$ cat src/rtl/load_store_unit.sv
// Load/store unit: turns one CPU load or store of 1/2/4/8 bytes into a
// little-endian sequence of byte accesses on a byte-wide memory port, with
// a per-byte ack timeout and sign/zero extension of load results.
module load_store_unit #(
   parameter int TIMEOUT = 16
) (
   input  logic        clk,
   input  logic        reset_n,
   input  logic        start,
   input  logic        MemRead,
   input  logic        MemWrite,
   input  logic [2:0]  funct3,
   input  logic [63:0] Mem_Addr,
   input  logic [63:0] Write_Data,
   output logic [63:0] Read_Data,
   output logic        busy,
   output logic        done,
   output logic        err,
   output logic        mem_req,
   output logic        mem_we,
   output logic [63:0] mem_addr,
   output logic [7:0]  mem_wdata,
   input  logic [7:0]  mem_rdata,
   input  logic        mem_ack
);

   localparam int WW = $clog2(TIMEOUT + 1);

   typedef enum logic [1:0] {IDLE, XFER, FINISH} state_t;

   state_t         state_reg, state_next;
   logic           we_reg;
   logic           zext_reg;
   logic [1:0]     size_reg;
   logic [63:0]    addr_reg;
   logic [63:0]    wdata_reg;
   logic [63:0]    part_reg;
   logic [63:0]    read_data_reg;
   logic [2:0]     idx_reg;
   logic [WW-1:0]  wait_reg;
   logic           err_reg;

   logic [2:0]     last_idx;
   logic [63:0]    assembled;
   logic [63:0]    extended;
   logic           timed_out;

   assign timed_out = (state_reg == XFER) && !mem_ack && (wait_reg == WW'(TIMEOUT - 1));
   assign Read_Data = read_data_reg;

   // Partial load result with the byte arriving this cycle merged into its lane.
   genvar gi;
   generate
      for (gi = 0; gi < 8; gi++) begin : g_lane
         assign assembled[gi*8 +: 8] = (idx_reg == 3'(gi)) ? mem_rdata : part_reg[gi*8 +: 8];
      end
   endgenerate

   // Index of the final byte and the extended load value for the latched size.
   always_comb begin
      last_idx = 3'd7;
      extended = assembled;
      case (size_reg)
         2'd0: begin
            last_idx = 3'd0;
            extended = zext_reg ? {56'd0, assembled[7:0]} : {{56{assembled[7]}}, assembled[7:0]};
         end
         2'd1: begin
            last_idx = 3'd1;
            extended = zext_reg ? {48'd0, assembled[15:0]} : {{48{assembled[15]}}, assembled[15:0]};
         end
         2'd2: begin
            last_idx = 3'd3;
            extended = zext_reg ? {32'd0, assembled[31:0]} : {{32{assembled[31]}}, assembled[31:0]};
         end
         default: begin
            last_idx = 3'd7;
            extended = assembled;
         end
      endcase
   end

   // State register.
   always_ff @(posedge clk) begin
      if (!reset_n) state_reg <= IDLE;
      else          state_reg <= state_next;
   end

   // Next-state decode and all port outputs; the memory port is quiet outside XFER.
   always_comb begin
      state_next = state_reg;
      busy       = 1'b0;
      done       = 1'b0;
      err        = 1'b0;
      mem_req    = 1'b0;
      mem_we     = 1'b0;
      mem_addr   = 64'd0;
      mem_wdata  = 8'd0;
      case (state_reg)
         IDLE: begin
            if (start) state_next = (MemRead != MemWrite) ? XFER : FINISH;
         end
         XFER: begin
            busy      = 1'b1;
            mem_req   = 1'b1;
            mem_we    = we_reg;
            mem_addr  = addr_reg + {61'd0, idx_reg};
            mem_wdata = wdata_reg[{idx_reg, 3'b000} +: 8];
            if ((mem_ack && idx_reg == last_idx) || timed_out) state_next = FINISH;
         end
         FINISH: begin
            busy       = 1'b1;
            done       = 1'b1;
            err        = err_reg;
            state_next = IDLE;
         end
         default: state_next = IDLE;
      endcase
   end

   // Request latching, byte stepping, wait counting and load result capture.
   always_ff @(posedge clk) begin
      if (!reset_n) begin
         we_reg        <= 1'b0;
         zext_reg      <= 1'b0;
         size_reg      <= 2'd0;
         addr_reg      <= 64'd0;
         wdata_reg     <= 64'd0;
         part_reg      <= 64'd0;
         read_data_reg <= 64'd0;
         idx_reg       <= 3'd0;
         wait_reg      <= '0;
         err_reg       <= 1'b0;
      end else begin
         case (state_reg)
            IDLE: begin
               if (start) begin
                  we_reg    <= MemWrite;
                  zext_reg  <= funct3[2];
                  size_reg  <= funct3[1:0];
                  addr_reg  <= Mem_Addr;
                  wdata_reg <= Write_Data;
                  part_reg  <= 64'd0;
                  idx_reg   <= 3'd0;
                  wait_reg  <= '0;
                  err_reg   <= (MemRead == MemWrite);
               end
            end
            XFER: begin
               if (mem_ack) begin
                  part_reg <= assembled;
                  wait_reg <= '0;
                  if (idx_reg == last_idx) begin
                     if (!we_reg) read_data_reg <= extended;
                     err_reg <= 1'b0;
                  end else begin
                     idx_reg <= idx_reg + 3'd1;
                  end
               end else if (timed_out) begin
                  err_reg <= 1'b1;
               end else begin
                  wait_reg <= wait_reg + 1'b1;
               end
            end
            default: ;
         endcase
      end
   end

endmodule
$ cat config.mk
export PLATFORM = sky130hd
export DESIGN_NAME = load_store_unit
export DESIGN_NICKNAME = d
export VERILOG_FILES = /design/src/rtl/load_store_unit.sv
export SDC_FILE = /design/constraint.sdc
export NUM_CORES = 1
export LEC_CHECK = 0
export BUFFER_PORTS_ARGS = -buffer_cell sky130_fd_sc_hd__buf_4
export CAP_MARGIN = 20
export CORE_UTILIZATION = 55
export CTS_BUF_LIST = sky130_fd_sc_hd__clkbuf_4 sky130_fd_sc_hd__clkbuf_8
export DETAILED_ROUTE_END_ITERATION = 8
export HOLD_SLACK_MARGIN = 0.05
export PLACE_DENSITY = 0.81
export SYNTH_ARGS = -nofsm -noshare
export SYNTH_HDL_FRONTEND = slang
export SYNTH_SLANG_ARGS = --single-unit
$ cat constraint.sdc
create_clock -name clk -period 4.03 [get_ports clk]
set_input_delay 0.403 -clock clk [delete_from_list [all_inputs] [get_ports clk]]
set_output_delay 0.403 -clock clk [all_outputs]
set_load 0.01 [all_outputs]
# After elaboration in Yosys (flattened, before gate mapping)
# Cells that the tools add are included.
totals:
  in_bits: 145
  elab_cells: 95
  out_inout_bits: 141
  register_bits: 271
classes:
  n_bitwise: 1
  n_mux: 40
  shift: 1
  reduce_logical: 17
  addsub: 3
  n_eq_ne: 22
op_table:
  columns: ["operator", "count"]
  rows:
  - ["two-way mux 64 bit", 6]
  - ["case mux 64 bit (3 select lines)", 1]
  - ["case mux 64 bit (2 select lines)", 1]
  - ["two-way mux 8 bit", 9]
  - ["adder 64 x 3 -> 64 bit", 1]
  - ["indexed part select 64 x 7 -> 8 bit", 1]
  - ["two-way mux 5 bit", 3]
  - ["== test 3 bit (second input constant)", 4]
  - ["AND reduction 4 bit", 3]
  - ["case mux 5 bit (2 select lines)", 1]
  - ["two-way mux 1 bit", 9]
  - ["two-way mux 3 bit", 3]
  - ["case mux 3 bit (3 select lines)", 1]
  - ["== test 3 x 2 -> 1 bit (second input constant)", 2]
  - ["two-way mux 2 bit", 3]
  - ["inequality test 2 bit (second input constant)", 3]
  - ["inequality test 3 bit (second input constant)", 2]
  - ["case mux 3 bit (2 select lines)", 1]
  - ["AND reduction 3 bit", 2]
  - ["adder 5 x 1 -> 5 bit (second input constant)", 1]
  - ["== test 5 x 4 -> 1 bit (second input constant)", 1]
  - ["== test 2 x 1 -> 1 bit (second input constant)", 2]
  - ["== test 2 bit (second input constant)", 2]
  - ["zero test 2 bit", 2]
  - ["17 further kinds", 20]

# Logic depth before layout (Yosys ltp)
# Gate-level depths: netlist (run 1).
depth:
  ltp_word: 7
  ltp_mapped: 11
  ltp_nobuf: 8

# Least setup slack after synthesis (run 1)
# No wires, ideal clock.
synth_path:
  path_kind: "reg2out"
  start: "register idx_reg[1]"
  end: "output mem_addr[50]"
  path_stages_with_launch: 11
  arrival_time_ns: 3.323
  setup_slack_ns: 0.304
  required_time_ns: 3.627
  path_buffers: 3
  path_cell_list: "dfxtp_1 > buf_1 > clkbuf_1 > inv_1 > fa_1 > nand2b_1 > a211o_1 > nand4b_1 > clkbuf_1 > or4_1 > a21oi_1"
synth_via:
  elab_chain_len: 2
synth_rtl:
  columns: ["element", "line_no", "text"]
  rows:
  - ["start, declared", "39", "logic [2:0] idx_reg;"]
  - ["start signal, assigned", "157", "idx_reg <= idx_reg + 3'd1;"]
  - ["adder 64 x 3 -> 64 bit", "107", "mem_addr = addr_reg + {61'd0, idx_reg};"]
  - ["two-way mux 64 bit", "99", "case (state_reg)"]
  - ["end, declared", "21", "output logic [63:0] mem_addr,"]
# Every way passes these cells.

# Worst setup path in the final report (run 1)
layout_path:
  start: "register addr_reg[0]"
  end: "output mem_addr[48]"
layout_via:
  elab_chain_len: 2
layout_rtl:
  columns: ["element", "line_no", "text"]
  rows:
  - ["start, declared", "35", "logic [63:0] addr_reg;"]
  - ["start signal, assigned", "141", "addr_reg <= Mem_Addr;"]
  - ["adder 64 x 3 -> 64 bit", "107", null]
  - ["two-way mux 64 bit", "99", null]
# Every way passes these cells.

==> results of run 1 <==
routing by layer:
layer | routed length (um) | GRT usage (%) | vias to the layer above
li1 | - | - | 5937
met1 | 14800 | 37.6 | 5761
met2 | 17200 | 50.3 | 528
met3 | 2690 | 5.27 | 109
met4 | 1620 | 14.4 | 0
met5 | 0 | 0 | -
final timing paths:
| check | start | to | slack [ps] | depth (start not counted) |
|---|---|---|---|---|
| max | addr_reg[0]$_SDFFE_PN0P_ | mem_addr[48] | 180 | 10 |
| min | Write_Data[31] | wdata_reg[31]$_SDFFE_PN0P_ | 100 | 3 |
| max reg2reg | size_reg[1]$_SDFFE_PN0P_ | Read_Data[9]$_SDFFE_PN0P_ | 860 | 5 |
| min reg2reg | part_reg[21]$_SDFFE_PN0P_ | part_reg[21]$_SDFFE_PN0P_ | 450 | 2 |
worst register-to-register path: cells and delay by family, from the launching register on:
kind | cells | cell delay [ps]
compound gates | 3 | 1360
simple gates | 2 | 1090
flops | 1 | 600
synth_stat cells (6+ instances only):
cell | n | area, um2
sky130_fd_sc_hd__nor3_1 | 8 | 40.0
sky130_fd_sc_hd__nand3_1 | 19 | 95.1
sky130_fd_sc_hd__nand2b_1 | 52 | 325
sky130_fd_sc_hd__o31ai_1 | 16 | 120
sky130_fd_sc_hd__buf_1 | 11 | 41.3
sky130_fd_sc_hd__nand2_1 | 383 | 1440
sky130_fd_sc_hd__xnor2_1 | 10 | 87.6
sky130_fd_sc_hd__xor2_1 | 20 | 175
sky130_fd_sc_hd__and2_1 | 7 | 43.8
sky130_fd_sc_hd__a22o_1 | 8 | 70.1
sky130_fd_sc_hd__buf_2 | 15 | 75.1
sky130_fd_sc_hd__mux2i_1 | 69 | 691
sky130_fd_sc_hd__and4_1 | 6 | 52.6
sky130_fd_sc_hd__ha_1 | 14 | 175
sky130_fd_sc_hd__nor4_1 | 8 | 50.1
sky130_fd_sc_hd__o21ai_0 | 119 | 596
sky130_fd_sc_hd__clkbuf_1 | 96 | 360
sky130_fd_sc_hd__nor2_1 | 73 | 274
sky130_fd_sc_hd__or4_1 | 13 | 97.6
sky130_fd_sc_hd__o221a_2 | 8 | 90.1
sky130_fd_sc_hd__or3_1 | 11 | 68.8
sky130_fd_sc_hd__a21oi_1 | 226 | 1130
sky130_fd_sc_hd__nand4_1 | 24 | 150
sky130_fd_sc_hd__a211oi_1 | 8 | 60.1
sky130_fd_sc_hd__mux4_2 | 16 | 360
sky130_fd_sc_hd__inv_1 | 19 | 71.3
sky130_fd_sc_hd__dfxtp_1 | 271 | 5430
cell families (layout without fill, tap and decap cells):
family	after synthesis	in the layout	synth area share, %
XOR/XNOR	30	30	2.08
flip-flops	271	271	42.9
AND/OR/NAND/NOR	626	626	22.2
buffers and inverters	145	404	4.45
other	0	4	0
AO/OA/AOI/OAI	415	415	18.5
adder cells (fa/ha/maj)	15	15	1.54
multiplexers	86	86	8.39
power groups by stage:
stage	Clock, mW	Sequential [mW]	Combinational, mW
after floorplan	0	2.98	0.470
after global placement	0	3.00	0.762
after detailed placement	0	3.01	0.776
after CTS	2.38	2.95	0.781
after global routing	2.50	2.97	0.860
final	2.35	2.96	0.786
metrics by stage:
step | cells | power (mW)
6_report | 2136 | 6.09
5_1_grt | 2135 | 6.33
4_1_cts | 2129 | 6.11
3_5_place_dp | 2056 | 3.79
3_3_place_gp | 2056 | 3.77
2_1_floorplan | 1588 | 3.45
repair_timing:
item	CTS	global route
endpoints found under the setup margin	0	4
setup buffers	0	3
hold buffers	0	0
cell type report:
| class | count | share of cell area [%] |
|---|---|---|
| multi-input cells | 1172 | 42.5 |
| flip-flops and latches | 271 | 34.4 |
| repair buffers | 308 | 14.7 |
| clock buffers | 64 | 5.16 |
| well taps | 285 | 2.26 |
| inverters | 23 | 0.564 |
| clock inverters | 9 | 0.358 |
| diodes | 4 | 0.0636 |
cell usage in the layout (no fill, tap or decap), types with 19 or more instances in the layout:
master                     count
sky130_fd_sc_hd__a21oi_1     226
sky130_fd_sc_hd__dfxtp_1     271
sky130_fd_sc_hd__nand3_1      19
sky130_fd_sc_hd__buf_4       308
sky130_fd_sc_hd__xor2_1       20
sky130_fd_sc_hd__nor2_1       72
sky130_fd_sc_hd__mux2i_1      69
sky130_fd_sc_hd__clkbuf_8     53
sky130_fd_sc_hd__o21ai_0     119
sky130_fd_sc_hd__nand4_1      24
sky130_fd_sc_hd__nand2_1     382
sky130_fd_sc_hd__inv_1        19
sky130_fd_sc_hd__nand2b_1     52
==> reports/qor_table.md, run 1 <==
| Metric | Value |
|:---|:---|
| Final critical delay including setup and external delays | 3850 ps |
| Share of flip-flops with an asynchronous set or reset | 0% |
| Buffer and inverter count on the worst path | 3 |
| H-tree lvl count | 2 |
| Slew at the pin closest to its max-slew limit | 1040 ps |
| Arrival time at the worst endpoint | 3450 ps |
| Core Footprint | 22,600 um2 |
| Clock group share of total power | 38.5% |
| LEAKAGE | 6.18 nW |
| Sequential fraction of design power | 48.6% |
| Final net count | 1,979 |
| Critical path endpoint category | output pin |
| PD cells | 387 nW/um2 |
| Initial Utilization | 56.1% |
| Critical path class | reg -> out |
| Hold WS | 103 ps |
| Clock latency at the later pin of the worst-skew pair | 550 ps |
| Syn Std Cell Area | 12,700 um2 |
| Clock transition at the register clock pins on the worst setup and hold paths after CTS | 60 ps |
| Wirelength per Cell | 17.0 um |
| CTS tree | done |
| Cell-internal power | 4.44 mW |
| Crit path top cell by count | sky130_fd_sc_hd__buf_4 |
| Cell area after layout | 15,700 um2 |
| Congestion Overflow GR | 0 |
| Number of enable flip-flop cells after synthesis | 0 |
| Max-cap check violation count | 0 |
| Die W | 154 um |
| Number of global-route vias before repair | 11,600 |
| Cell with the largest stage delay on the worst path | sky130_fd_sc_hd__or4_1 |
| Sum of routed wire length over all layers | 36,300 um |
| Worst Slack Setup Final | 178 ps |
| Largest incremental delay on the critical path | 480 ps |
| Post-synthesis area per instance | 7.97 um2 |
| Final setup violation count | 0 |
| Routability Congestion | 0.931 |
| Net switching power figure | 1.65 mW |
| Number of nets in the synthesized netlist | 1,748 |
| All-Layer GR Usage | 30.1% |
| Critical path fanouts, max | 20 |
| Sink Count | 271 |
| Clk buf depth | 3 |
| Wire length of the first global-routing pass | 57,800 um |
| Placed cell area | 14,800 um2 |
| Cell family with the largest share of critical-path delay | simple AND/OR/NAND/NOR gates |
| Proportion of layout cells with a drive suffix above 1 | 22.9% |
| Total area of multi-input combinational cells | 6690 um2 |
| Count of vias placed by the detailed router | 12,300 |
| RSZ-0062 raised after global routing | no |
| Resized Gates After CTS | 0 |
| Count of input and output buffers | 285 |
| Hold/Removal Path Class | in -> reg |
| Synth-to-Final Area Change | 24.4% |
| Worst-case vdd ir drop | 0.000217 V |
| Startpoint Class | flop |
| Result of the run | complete, no violations |
| Maximum number of pins on one net before global-route repair | 99 |
| Worst path cell trace | ha_1 -> inv_1 -> fa_1 -> nand2b_1 -> a211o_1 -> nand4b_1 -> buf_4 -> or4_1 -> a21oi_1 -> buf_4 |
| Relative contribution of combinational cells to total power | 12.9% |
| Slew Limit Fails | 0 |
| Detailed router's first-iteration violation count | 886 |
| Number of nets with antenna violations after routing | 0 |
| Post-synthesis sequential area ratio | 42.9% |
| Number of remaining DRC errors | 0 |
| Filler cell count in the final layout | 1,890 |
| Final design utilization | 69.8% |
| Fraction of power spent switching nets | 27.1% |
| Main flop type after synthesis | sky130_fd_sc_hd__dfxtp_1 |
| Number of register bits inferred by synthesis | 271 |
| Die Outline Area | 23,600 um2 |
| Boundary Pins | 286 |
| Worst slew margin relative to its limit | 30.7% |
| Fin crit share | 95.6% |
| Fin. Hold Viols | 0 |
| Number of buffers inserted during clock tree synthesis | 43 |
| Number of warnings reported in the yosys synthesis log | 0 |
| Clock root buffer master | sky130_fd_sc_hd__clkbuf_8 |
| DPL Wire Length | 24,700 um |
| Worst Path Required | 3630 ps |
| Fin Clk Skew | 35.0 ps |
| Mean number of vias per cell | 5.77 |
| Rows | 55 |
| Number of antenna violations at the first check in global routing | 4 |
| Die H | 154 um |
| Dpl ws | 649 ps |
| Sum of negative setup slack | 0 ps |
| Seq. cell area | 5430 um2 |
| Fmax | 260 MHz |
| First-pass iteration count of the detailed router | 6 |
| Cells after Synth | 1,588 |
| Distinct cells, synth | 55 |
(Power assumes the default switching activity.)
==> run 2: changes to the inputs <==
--- a/config.mk
+++ b/config.mk
@@ -5,7 +5,7 @@
 export SDC_FILE = /design/constraint.sdc
 export NUM_CORES = 1
 export LEC_CHECK = 0
-export BUFFER_PORTS_ARGS = -buffer_cell sky130_fd_sc_hd__buf_4
+export BUFFER_PORTS_ARGS = -buffer_cell sky130_fd_sc_hd__clkbuf_2
 export CAP_MARGIN = 20
 export CORE_UTILIZATION = 55
 export CTS_BUF_LIST = sky130_fd_sc_hd__clkbuf_4 sky130_fd_sc_hd__clkbuf_8
==> reports/qor_table.md, run 2 (synthesis results as in run 1) <==
| Metric | Value | Change |
|:---|:---|:---|
| Routability Congestion | 0.952 | +2.3% |
| Proportion of layout cells with a drive suffix above 1 | 23.2% | +0.30 points |
| Clk buf depth | 3 | unchanged |
| Hold/Removal Path Class | in -> reg |  |
| Non-filler cells, final | 2,141 | +0.23% |
| Max-cap check violation count | 0 | unchanged |
| Core Footprint | 22,600 um2 | unchanged |
| Worst-case vdd ir drop | 0.000282 V | +30% |
| Commonest non-fill, non-tap cell in the layout | sky130_fd_sc_hd__nand2_1 |  |
| Startpoint Class | flop |  |
| Synth-to-Final Area Change | 19.2% |  |
| Final setup violation count | 0 | unchanged |
| Arrival time at the worst endpoint | 3460 ps | about the same |
| Number of remaining DRC errors | 0 | unchanged |
| Boundary Pins | 286 | unchanged |
| Dpl ws | 569 ps | -80.0 ps |
| Sum of negative setup slack | 0 ps | unchanged |
| Final net count | 1,979 | unchanged |
| Fin crit share | 95.8% | +0.27 points |
| Maximum number of pins on one net before global-route repair | 113 | +14% |
| Mean number of vias per cell | 5.71 | -1.2% |
| H-tree lvl count | 2 | unchanged |
| Count of input and output buffers | 285 | unchanged |
| Worst Path Required | 3630 ps | about the same |
| Fmax | 259 MHz | -0.28% |
| Cell with the largest stage delay on the worst path | sky130_fd_sc_hd__or4_1 |  |
| Die H | 154 um | unchanged |
| Number of antenna violations at the first check in global routing | 3 | -1 |
| Fin Clk Skew | 19.0 ps | -16.0 ps |
| Filler cell count in the final layout | 1,892 | +0.11% |
| Depth of the worst register-to-register path | 5 | unchanged |
| Worst Slack Setup Final | 168 ps | -10.7 ps |
| Initial Utilization | 56.1% | unchanged |
| Slew at the pin closest to its max-slew limit | 1030 ps | -4.74 ps |
| Total area of multi-input combinational cells | 6690 um2 | about the same |
| PD cells | 404 nW/um2 | +4.6% |
| Rows | 55 | unchanged |
| Worst path cell trace | ha_1 -> inv_1 -> fa_1 -> nand2b_1 -> a211o_1 -> nand4b_1 -> buf_4 -> or4_1 -> a21oi_1 -> clkbuf_2 |  |
| Sum of routed wire length over all layers | 35,800 um | -1.4% |
| Worst slew margin relative to its limit | 31.1% | +0.32 points |
| LEAKAGE | 6.00 nW | -2.9% |
| Slew Limit Fails | 0 | unchanged |
| CTS tree | done |  |
| Critical path endpoint category | output pin |  |
| All-Layer GR Usage | 29.5% | -0.54 points |
| Critical path class | reg -> out |  |
| Largest incremental delay on the critical path | 480 ps | about the same |
| First-pass iteration count of the detailed router | 5 | -1 |
| Number of cells in the design after placement | 2,056 | unchanged |
| Top library cells by usage in the layout, fill and taps aside | 381 x sky130_fd_sc_hd__nand2_1, 285 x sky130_fd_sc_hd__clkbuf_2, 271 x sky130_fd_sc_hd__dfxtp_1, 226 x sky130_fd_sc_hd__a21oi_1, 119 x sky130_fd_sc_hd__o21ai_0 |  |
| Die W | 154 um | unchanged |
| Clock transition at the register clock pins on the worst setup and hold paths after CTS | 60 ps | about the same |
| DPL Wire Length | 24,100 um | -2.4% |
| Die Outline Area | 23,600 um2 | unchanged |
| Hold Crit Depth | 3 | unchanged |
| RSZ-0062 raised after global routing | no |  |
| Number of nets with antenna violations after routing | 0 | unchanged |
| Wirelength per Cell | 16.7 um | -1.7% |
| Number of global-route vias before repair | 11,400 | -1.9% |
| Critical path fanouts, max | 20 | unchanged |
| Sink Count | 271 | unchanged |
| Number of buffers added to fix hold violations after cts | 0 | unchanged |
| Clock latency at the later pin of the worst-skew pair | 550 ps | about the same |
| Detailed router's first-iteration violation count | 981 | +11% |
| Number of buffers inserted during clock tree synthesis | 43 | unchanged |
| Count of vias placed by the detailed router | 12,200 | -0.94% |
| Clock root buffer master | sky130_fd_sc_hd__clkbuf_8 |  |
| Wire length of the first global-routing pass | 57,100 um | -1.2% |
| Final critical delay including setup and external delays | 3860 ps | +10.7 ps |
| Hold WS | 68.5 ps | -34.0 ps |
| Congestion Overflow GR | 0 | unchanged |
| Seq. cell area | 5430 um2 | unchanged |
| Fin. Hold Viols | 0 | unchanged |
| Result of the run | complete, no violations |  |
[run 2: changes by cell type in the layout (fill, tap and decap cells not counted), sizes merged]
cell,delta
buf,-285
clkbuf,+291
clkinv,-2
clkinvlp,+1
diode,-1
inv,+1
[run 2: final timing paths]
path | start | endpoint | slack, ps
worst max register to register | size_reg[1]$_SDFFE_PN0P_ | Read_Data[8]$_SDFFE_PN0P_ | 890
worst max-delay path | addr_reg[0]$_SDFFE_PN0P_ | mem_addr[48] | 170
worst min-delay path | Write_Data[53] | wdata_reg[53]$_SDFFE_PN0P_ | 70
worst min register to register | part_reg[17]$_SDFFE_PN0P_ | part_reg[17]$_SDFFE_PN0P_ | 450
[run 2: report_power, final]
| group | total [mW] | switching [mW] | internal (mW) |
|---|---|---|---|
| combinational | 0.720 | 0.461 | 0.259 |
| sequential | 2.96 | 0.130 | 2.83 |
| clock | 2.42 | 1.08 | 1.34 |
| total | 6.10 | 1.67 | 4.42 |
[run 2: routing by layer]
layer | track usage [%] | routed length (um) | vias up
met5 | 0 | 0 | -
met4 | 13.1 | 1420 | 0
met3 | 5.55 | 2840 | 100
met2 | 48.6 | 16700 | 545
met1 | 37.7 | 14800 | 5636
li1 | - | - | 5938
[run 2: cell type report]
cell class / count / area share, %
multi-input cells: 1172 / 44.3
repair buffers: 308 / 10.7
clock buffers: 70 / 5.64
clock inverters: 9 / 0.340
diodes: 3 / 0.0498
inverters: 23 / 0.589
well taps: 285 / 2.36
flip-flops and latches: 271 / 36.0
[run 2: per-stage QoR]
step                      power [mW]  area, um2  util, %
after floorplan                 3.45      12700        -
after global placement          3.70      14100     62.6
after detailed placement        3.72      14100     62.6
after CTS                       6.11      15000     66.6
after global routing            6.35      15100     66.8
final                           6.10      15100     66.9
[run 2: worst max-delay path: cells and delay by family (launching register included)]
kind / cells / cell delay, ps
AOI/OAI and AO/OA: 2 / 620
buffers and inverters: 3 / 470
DFF: 1 / 330
and+or+nand+nor: 3 / 940
adders and majority gates: 2 / 560
[run 2: what timing repair did]
action                                  4_1_cts  5_1_grt
resized for setup                             0        1
buffers inserted                              0        2
pin swaps                                     1        1
endpoints found under the hold margin         0        0
endpoints found under the setup margin        1        2
